$ cat config.mk
export PLATFORM = sky130hd
export DESIGN_NAME = uart_tx_fifo
export DESIGN_NICKNAME = d
export VERILOG_FILES = /design/src/rtl/uart_pkg.sv /design/src/rtl/uart_fifo.sv /design/src/rtl/uart_tx_fifo.sv
export SDC_FILE = /design/constraint.sdc
export NUM_CORES = 1
export LEC_CHECK = 0
export ABC_AREA = 1
export CAP_MARGIN = 30
export CORE_UTILIZATION = 35
export CTS_BUF_LIST = sky130_fd_sc_hd__clkbuf_8 sky130_fd_sc_hd__clkbuf_16
export DETAILED_ROUTE_END_ITERATION = 8
export PLACE_DENSITY = 0.49
export SLEW_MARGIN = 20
export SYNTH_ARGS = -nofsm -noshare
export SYNTH_HDL_FRONTEND = slang
export SYNTH_SLANG_ARGS = --single-unit
$ cat constraint.sdc
create_clock -name clk_i -period 6.95 [get_ports clk_i]
set_clock_uncertainty 0.15 [all_clocks]
set_input_delay 1.0425 -clock clk_i [delete_from_list [all_inputs] [get_ports clk_i]]
set_output_delay 1.0425 -clock clk_i [all_outputs]
set_load 0.02 [all_outputs]
$ cat src/rtl/uart_pkg.sv
// ---------------------------------------------------------------------------
// uart_pkg
// Shared types for the UART transmit path (and later the receive side).
//   tx_state_e   : transmitter frame FSM states
//   parity_e     : decoded parity setting
//   decodeParity : maps the 2-bit parity_mode field onto parity_e; the
//                  reserved encoding 2'b11 is treated as "no parity"
// ---------------------------------------------------------------------------
package uart_pkg;

    typedef enum logic [2:0] {
        IDLE,
        START,
        DATA,
        PARITY,
        STOP
    } tx_state_e;

    typedef enum logic [1:0] {
        PAR_NONE = 2'b00,
        PAR_EVEN = 2'b01,
        PAR_ODD  = 2'b10
    } parity_e;

    function automatic parity_e decodeParity(input logic [1:0] mode);
        parity_e result;
        case (mode)
            2'b01:   result = PAR_EVEN;
            2'b10:   result = PAR_ODD;
            default: result = PAR_NONE;
        endcase
        return result;
    endfunction

endpackage

$ cat src/rtl/uart_fifo.sv
// ---------------------------------------------------------------------------
// uart_fifo
// Synchronous single-clock FIFO with occupancy count, shared by the UART
// transmit and receive paths. Read data is the head entry (show-ahead).
// Ports:
//   clk_i, rst_ni   clock, asynchronous active-low reset (flushes the FIFO)
//   push_i, wdata_i write request and data; ignored while full, even if a
//                   pop happens in the same cycle
//   pop_i, rdata_o  read request and head data; ignored while empty
//   full_o, empty_o occupancy flags derived from the registered count
//   count_o         number of entries held, 0..DEPTH
// ---------------------------------------------------------------------------
module uart_fifo #(
    parameter int WIDTH = 8,
    parameter int DEPTH = 16
) (
    input  logic                           clk_i,
    input  logic                           rst_ni,
    input  logic                           push_i,
    input  logic [WIDTH-1:0]               wdata_i,
    input  logic                           pop_i,
    output logic [WIDTH-1:0]               rdata_o,
    output logic                           full_o,
    output logic                           empty_o,
    output logic [$clog2(DEPTH+1)-1:0]     count_o
);

    localparam int PTR_W = $clog2(DEPTH);
    localparam int CNT_W = $clog2(DEPTH+1);

    logic [WIDTH-1:0] mem_q [DEPTH];
    logic [PTR_W-1:0] wrPtr_q;
    logic [PTR_W-1:0] rdPtr_q;
    logic [CNT_W-1:0] count_q;
    logic [CNT_W-1:0] count_d;
    logic             pushOk;
    logic             popOk;

    assign full_o  = (count_q == CNT_W'(DEPTH));
    assign empty_o = (count_q == '0);
    assign count_o = count_q;
    assign rdata_o = mem_q[rdPtr_q];
    assign pushOk  = push_i && !full_o;
    assign popOk   = pop_i && !empty_o;

    // Storage needs no reset: the pointers and count define what is valid.
    always_ff @(posedge clk_i) begin
        if (pushOk) begin
            mem_q[wrPtr_q] <= wdata_i;
        end
    end

    // A simultaneous accepted push and pop leaves the count unchanged.
    always_comb begin
        count_d = count_q;
        case ({pushOk, popOk})
            2'b10:   count_d = count_q + CNT_W'(1);
            2'b01:   count_d = count_q - CNT_W'(1);
            default: count_d = count_q;
        endcase
    end

    // Pointers are exactly log2(DEPTH) bits wide, so they wrap on their own.
    always_ff @(posedge clk_i or negedge rst_ni) begin
        if (!rst_ni) begin
            wrPtr_q <= '0;
            rdPtr_q <= '0;
            count_q <= '0;
        end else begin
            if (pushOk) begin
                wrPtr_q <= wrPtr_q + PTR_W'(1);
            end
            if (popOk) begin
                rdPtr_q <= rdPtr_q + PTR_W'(1);
            end
            count_q <= count_d;
        end
    end

endmodule

$ cat src/rtl/uart_tx_fifo.sv
// ---------------------------------------------------------------------------
// uart_tx_fifo
// Buffered UART transmitter. Words are queued through a valid/ready
// handshake and sent LSB first as start / data / [parity] / stop frames,
// back to back while the FIFO holds data.
// Ports:
//   clk_i, rst_ni      clock, asynchronous active-low reset
//   data_i             word to transmit (DATA_BITS wide)
//   data_valid_i       data_i is valid; pushed when data_ready_o is high
//   data_ready_o       FIFO not full (from the registered count)
//   baud_div_i         clocks per bit; 0 selects CLK_FREQ/BAUD_RATE
//   stop2_i            1 = two stop bits
//   parity_mode_i      00 none, 01 even, 10 odd, 11 none (parity builds only)
//   tx_o               registered serial line, idles high
//   busy_o             frame in progress or FIFO non-empty
//   fifo_count_o       words held in the FIFO
// Build option:
//   UART_TX_PARITY_EN  adds parity_mode_i and the PARITY state; without it
//                      frames never carry a parity bit.
// Configuration inputs are sampled when a word is popped, so changes made
// mid-frame apply from the next frame.
// ---------------------------------------------------------------------------
module uart_tx_fifo
    import uart_pkg::*;
#(
    parameter int CLK_FREQ   = 100000000,
    parameter int BAUD_RATE  = 9600,
    parameter int DATA_BITS  = 8,
    parameter int FIFO_DEPTH = 16,
    parameter int DIV_W      = 16
) (
    input  logic                                clk_i,
    input  logic                                rst_ni,
    input  logic [DATA_BITS-1:0]                data_i,
    input  logic                                data_valid_i,
    output logic                                data_ready_o,
    input  logic [DIV_W-1:0]                    baud_div_i,
    input  logic                                stop2_i,
`ifdef UART_TX_PARITY_EN
    input  logic [1:0]                          parity_mode_i,
`endif
    output logic                                tx_o,
    output logic                                busy_o,
    output logic [$clog2(FIFO_DEPTH+1)-1:0]     fifo_count_o
);

    localparam int IDX_W = $clog2(DATA_BITS);
    localparam logic [DIV_W-1:0] DEFAULT_DIV = DIV_W'(CLK_FREQ / BAUD_RATE);

    tx_state_e              state_q, state_d;
    logic [DIV_W-1:0]       baudCnt_q, baudCnt_d;
    logic [DIV_W-1:0]       div_q, div_d;
    logic [IDX_W-1:0]       bitIdx_q, bitIdx_d;
    logic [DATA_BITS-1:0]   shift_q, shift_d;
    logic                   stop2_q, stop2_d;
    logic                   tx_q;
`ifdef UART_TX_PARITY_EN
    logic                   parEn_q, parEn_d;
    logic                   parBit_q, parBit_d;
    parity_e                parMode;
`endif

    logic                   fifoFull;
    logic                   fifoEmpty;
    logic [DATA_BITS-1:0]   fifoData;
    logic                   pushEn;
    logic                   popEn;
    logic                   loadFrame;
    logic                   bitEnd;
    logic                   txBit;

    assign data_ready_o = !fifoFull;
    assign pushEn       = data_valid_i && data_ready_o;
    assign bitEnd       = (baudCnt_q == div_q - DIV_W'(1));
    assign tx_o         = tx_q;
    assign busy_o       = (state_q != IDLE) || !fifoEmpty;

    uart_fifo #(
        .WIDTH (DATA_BITS),
        .DEPTH (FIFO_DEPTH)
    ) u_fifo (
        .clk_i   (clk_i),
        .rst_ni  (rst_ni),
        .push_i  (pushEn),
        .wdata_i (data_i),
        .pop_i   (popEn),
        .rdata_o (fifoData),
        .full_o  (fifoFull),
        .empty_o (fifoEmpty),
        .count_o (fifo_count_o)
    );

    // Frame sequencing. bitIdx counts data bits in DATA and stop bits in
    // STOP. txBit is the level for the current state; it is registered into
    // tx_q, so the line trails the state by one clock throughout.
    always_comb begin
        state_d   = state_q;
        baudCnt_d = baudCnt_q;
        bitIdx_d  = bitIdx_q;
        shift_d   = shift_q;
        div_d     = div_q;
        stop2_d   = stop2_q;
`ifdef UART_TX_PARITY_EN
        parEn_d   = parEn_q;
        parBit_d  = parBit_q;
        parMode   = decodeParity(parity_mode_i);
`endif
        popEn     = 1'b0;
        loadFrame = 1'b0;
        txBit     = 1'b1;

        case (state_q)
            IDLE: begin
                if (!fifoEmpty) begin
                    loadFrame = 1'b1;
                end
            end
            START: begin
                txBit = 1'b0;
                if (bitEnd) begin
                    baudCnt_d = '0;
                    state_d   = DATA;
                end else begin
                    baudCnt_d = baudCnt_q + DIV_W'(1);
                end
            end
            DATA: begin
                txBit = shift_q[0];
                if (bitEnd) begin
                    baudCnt_d = '0;
                    shift_d   = shift_q >> 1;
                    if (bitIdx_q == IDX_W'(DATA_BITS - 1)) begin
                        bitIdx_d = '0;
`ifdef UART_TX_PARITY_EN
                        state_d  = parEn_q ? PARITY : STOP;
`else
                        state_d  = STOP;
`endif
                    end else begin
                        bitIdx_d = bitIdx_q + IDX_W'(1);
                    end
                end else begin
                    baudCnt_d = baudCnt_q + DIV_W'(1);
                end
            end
`ifdef UART_TX_PARITY_EN
            PARITY: begin
                txBit = parBit_q;
                if (bitEnd) begin
                    baudCnt_d = '0;
                    state_d   = STOP;
                end else begin
                    baudCnt_d = baudCnt_q + DIV_W'(1);
                end
            end
`endif
            STOP: begin
                txBit = 1'b1;
                if (bitEnd) begin
                    baudCnt_d = '0;
                    if (bitIdx_q == (stop2_q ? IDX_W'(1) : IDX_W'(0))) begin
                        bitIdx_d = '0;
                        if (!fifoEmpty) begin
                            loadFrame = 1'b1;
                        end else begin
                            state_d = IDLE;
                        end
                    end else begin
                        bitIdx_d = bitIdx_q + IDX_W'(1);
                    end
                end else begin
                    baudCnt_d = baudCnt_q + DIV_W'(1);
                end
            end
            default: begin
                state_d = IDLE;
            end
        endcase

        // Pop the head word and snapshot the line configuration for the
        // whole frame. Parity is computed here because the shift register
        // is consumed while the data bits go out.
        if (loadFrame) begin
            popEn     = 1'b1;
            shift_d   = fifoData;
            div_d     = (baud_div_i == '0) ? DEFAULT_DIV : baud_div_i;
            stop2_d   = stop2_i;
            baudCnt_d = '0;
            bitIdx_d  = '0;
            state_d   = START;
`ifdef UART_TX_PARITY_EN
            parEn_d   = (parMode != PAR_NONE);
            parBit_d  = (parMode == PAR_ODD) ? ~^fifoData : ^fifoData;
`endif
        end
    end

    // State and datapath registers; reset drops any frame in flight at once.
    always_ff @(posedge clk_i or negedge rst_ni) begin
        if (!rst_ni) begin
            state_q   <= IDLE;
            baudCnt_q <= '0;
            bitIdx_q  <= '0;
            shift_q   <= '0;
            div_q     <= DEFAULT_DIV;
            stop2_q   <= 1'b0;
            tx_q      <= 1'b1;
`ifdef UART_TX_PARITY_EN
            parEn_q   <= 1'b0;
            parBit_q  <= 1'b0;
`endif
        end else begin
            state_q   <= state_d;
            baudCnt_q <= baudCnt_d;
            bitIdx_q  <= bitIdx_d;
            shift_q   <= shift_d;
            div_q     <= div_d;
            stop2_q   <= stop2_d;
            tx_q      <= txBit;
`ifdef UART_TX_PARITY_EN
            parEn_q   <= parEn_d;
            parBit_q  <= parBit_d;
`endif
        end
    end

endmodule

==> results.py <==
metrics = {
    "detailed_routing": {
        "drt-pass1-iter-count": 6,
        "routed_wirelength_um": 22130,
        "antenna_violating_nets_post_route": 0,
        "detailroute.via_count": 6316,
        "route.detailed.drc": 0,
        "dr.first_iter.drc_count": 335,
        "wl_per_cell_um": 17.41,
        "routed_via_density": 4.969,
    },
    "critical_path": {
        "setup.worst_path.end_class": "register",
        "critPathKind": "reg2reg",
        "timing.critical_path.from_type": "register",
        "cp.arrival_ns": 4.21,
        "critical_path_peak_fanout": 38,
        "worst-endpoint-required_ns": 7.15,
    },
    "timing": {
        "min_period_over_period_pct": 57.58,
        "worst_slack_ns": 2.948,
        "rsz0062_at_grt": "false",
        "maxSlewHeadroom_pct": 41.21,
        "fin_crit_ns": 4.002,
        "max_freq_mhz": 249.9,
        "maxSlewViolCount": 0,
        "tightestPinTransition_ns": 0.8786,
        "setup_viol": 0,
        "report.final.hold_viol_count": 0,
        "final.setup.tns_ns": 0,
    },
    "synth": {
        "number_of_synthesized_flops_with_an_enable_pin": 128,
        "synth_cells": 902,
        "post_synth_instance_area_um2": 8901,
        "synth.distinct_cells": 40,
        "synth-seq-cells": 189,
        "synth-warning-count": 0,
        "synth_area_leaders": "sky130_fd_sc_hd__edfxtp_1, sky130_fd_sc_hd__dfrtp_1, sky130_fd_sc_hd__nand2_1, sky130_fd_sc_hd__nor2_1, sky130_fd_sc_hd__o21ai_0",
        "synth_ff_type": "sky130_fd_sc_hd__edfxtp_1",
        "synth_top_area_share_pct": 43.18,
        "synth_fp_nets": 942,
        "yosysMostFrequentCell": "sky130_fd_sc_hd__nand2_1",
        "ys_seq_area_share_pct": 60.42,
        "syn_area_per_cell_um2": 9.868,
        "asyncSetResetFlopFracSynth_pct": 32.28,
        "synth.top_cells.by_count": "sky130_fd_sc_hd__nand2_1, sky130_fd_sc_hd__edfxtp_1, sky130_fd_sc_hd__nor2_1, sky130_fd_sc_hd__inv_1, sky130_fd_sc_hd__o21ai_0",
        "synth.largest_area_cell": "sky130_fd_sc_hd__edfxtp_1",
    },
    "die": {
        "initial_utilization_pct": 36.18,
        "die_area_um2": 26070,
        "top_level_ports": 36,
        "coreArea_um2": 24600,
        "die_w_um": 161.5,
        "die-height_um": 161.5,
        "row_count": 57,
    },
    "global_route": {
        "grt_max_degree": 69,
        "first_global_vias": 6210,
        "grt_antenna_before_repair": 0,
        "grt_overflow_total": 0,
        "grt_first_pass_wirelength_um": 34960,
        "groute.usage.overall_pct": 17.85,
    },
    "placed_design": {
        "dp_hpwl_um": 14540,
        "buffer_ports.inserted": 35,
        "placed_cells_incl_taps": 1238,
        "gpl.final_weighted_congestion": 0.8182,
        "post-place-ws_ns": 2.618,
    },
    "clock_tree": {
        "cts_tree": "done",
        "cts_buffers": 17,
        "cts_post_setup_buffers_inserted": 0,
        "root_buffer": "sky130_fd_sc_hd__clkbuf_16",
        "cts_max_path_bufs": 2,
        "post_cts_resize_count": 0,
        "number_of_hold_buffers_added_after_cts": 0,
        "clk_transition_reported_paths_ns": 0.08,
        "cts_sinks": 189,
        "clk-insertion-delay-late_ns": 0.45,
        "htreeDepth": 4,
    },
    "pwr": {
        "pwr_density_cell_nw_per_um2": 418.9,
        "ir_worst_vdd_uv": 183.2,
        "fin_total_pwr_mw": 4.273,
        "power_leakage_nw": 3.933,
    },
    "finish": {
        "net_count_final": 974,
        "area_occupied_by_multi_input_gates_um2": 3078,
        "synthToLayoutAreaGrowth_pct": 14.58,
        "ratio_of_cells_with_drive_above_1_in_the_final_layout_pct": 6.547,
        "sequential_cell_area_um2": 5379,
        "fillerInstances": 2417,
        "final_cells": 1271,
        "antenna_cells": 0,
    },
    "run": {
        "drv.max_cap_violation_count": 0,
    },
    "outcome": {
        "status": "complete, no violations",
    },
    "worst_hold_path": {
        "worstHoldPathType": "reg2reg",
    },
}
## where the power goes
group	switching, mW	total (mW)	internal [mW]
Combinational	1.10	1.62	0.516
Sequential	0.186	1.62	1.44
Clock	0.527	1.03	0.502
Total	1.82	4.27	2.45
## final timing paths
kind | slack, ns | to | cells after the start | from
max in group asynchronous | 5.41 | u_fifo.rdPtr_q[0]$_DFFE_PN0P_ | 2 | rst_ni
hold / removal | 0.37 | div_q[15]$_DFFE_PN0N_ | 2 | div_q[15]$_DFFE_PN0N_
setup reg to reg | 2.95 | u_fifo.count_o[4]$_DFFE_PN0P_ | 21 | div_q[0]$_DFFE_PN0N_
min in group asynchronous | 0.62 | u_fifo.wrPtr_q[1]$_DFFE_PN0P_ | 2 | rst_ni
hold reg to reg | 0.37 | div_q[15]$_DFFE_PN0N_ | 2 | div_q[15]$_DFFE_PN0N_
setup / recovery | 2.95 | u_fifo.count_o[4]$_DFFE_PN0P_ | 21 | div_q[0]$_DFFE_PN0N_
## cell families (layout without fill, tap and decap cells)
group           Yosys count  in the layout  synth area share [%]
simple gates            432            432                 21.11
flops                   189            189                 60.42
buf+inv                 108            153                 5.004
xor+xnor                 33             33                 3.332
compound gates          128            128                 8.448
fa+ha+maj                12             12                 1.687
## worst max-delay path, cell delays in order (launching register included)
cell and delay [ns]:
sky130_fd_sc_hd__dfrtp_1 0.41, sky130_fd_sc_hd__inv_1 0.14, sky130_fd_sc_hd__ha_1 0.24, sky130_fd_sc_hd__nand2_2 0.14
sky130_fd_sc_hd__nor2_4 0.18, sky130_fd_sc_hd__nand3_1 0.08, sky130_fd_sc_hd__nand2_1 0.11, sky130_fd_sc_hd__nand3_1 0.07
sky130_fd_sc_hd__nor2_1 0.09, sky130_fd_sc_hd__nand2_1 0.10, sky130_fd_sc_hd__nor2_4 0.18, sky130_fd_sc_hd__nand3_2 0.11
sky130_fd_sc_hd__nand2_2 0.22, sky130_fd_sc_hd__buf_12 0.26, sky130_fd_sc_hd__ha_1 0.26, sky130_fd_sc_hd__xor2_1 0.22
sky130_fd_sc_hd__ha_1 0.18, sky130_fd_sc_hd__a21oi_1 0.05, sky130_fd_sc_hd__nor2_1 0.11, sky130_fd_sc_hd__inv_1 0.07
sky130_fd_sc_hd__o311ai_0 0.38, sky130_fd_sc_hd__xnor2_1 0.16
## per-layer routing
metal  up-vias  wire length, µm  global-route usage [%]
met3        27              602                   3.210
met2       102            11340                   31.37
met1      3018             9691                   21.92
li1       3169                -                       -
met4         0              495                   6.304
met5         -                0                       0
## registers in the layout (all words and copies together) (netlist names), 3 cells and up
signal          flops
u_fifo.wrPtr_q      4
u_fifo.mem_q      128
shift_q             8
u_fifo.rdPtr_q      4
baudCnt_q          16
u_fifo.count_o      5
bitIdx_q            3
state_q             3
div_q              16
## placed cells by master (no fill, tap or decap), types with 4 or more instances in the layout
cell and count:
sky130_fd_sc_hd__inv_1 74, sky130_fd_sc_hd__clkinv_1 4, sky130_fd_sc_hd__a21oi_1 19, sky130_fd_sc_hd__nor2_4 4, sky130_fd_sc_hd__o21ai_0 64, sky130_fd_sc_hd__a221oi_1 9, sky130_fd_sc_hd__nand4_1 22, sky130_fd_sc_hd__nand2_2 4
sky130_fd_sc_hd__nor3_1 15, sky130_fd_sc_hd__nand3_1 61, sky130_fd_sc_hd__xor2_1 23, sky130_fd_sc_hd__xnor2_1 9, sky130_fd_sc_hd__inv_12 5, sky130_fd_sc_hd__dfrtp_1 54, sky130_fd_sc_hd__nor4_1 6, sky130_fd_sc_hd__clkbuf_16 17
sky130_fd_sc_hd__dfstp_2 6, sky130_fd_sc_hd__a31oi_1 6, sky130_fd_sc_hd__o22ai_1 13, sky130_fd_sc_hd__ha_1 12, sky130_fd_sc_hd__nand2_1 185, sky130_fd_sc_hd__nor2_1 122, sky130_fd_sc_hd__nand3b_1 6, sky130_fd_sc_hd__clkdlybuf4s50_1 34
sky130_fd_sc_hd__edfxtp_1 128, sky130_fd_sc_hd__o221ai_1 9
## layout make-up
type	instances	area share, %
inverter	81	2.981
sequential	189	52.74
multi-input combinational	605	30.18
clock inverter	15	1.951
timing repair buffer	40	4.000
tap	324	3.975
clock buffer	17	4.171
## stage by stage
step                util (%)  cell area, µm²  hold WS [ns]
detailed placement     38.83            9554        0.3488
floorplan                  -            8901        0.3123
CTS                    41.37           10180        0.3738
global route           41.45           10200        0.4092
global placement       38.75            9534        0.3355
finish                 41.45           10200        0.3677
Power figures use the tool's default switching activity.
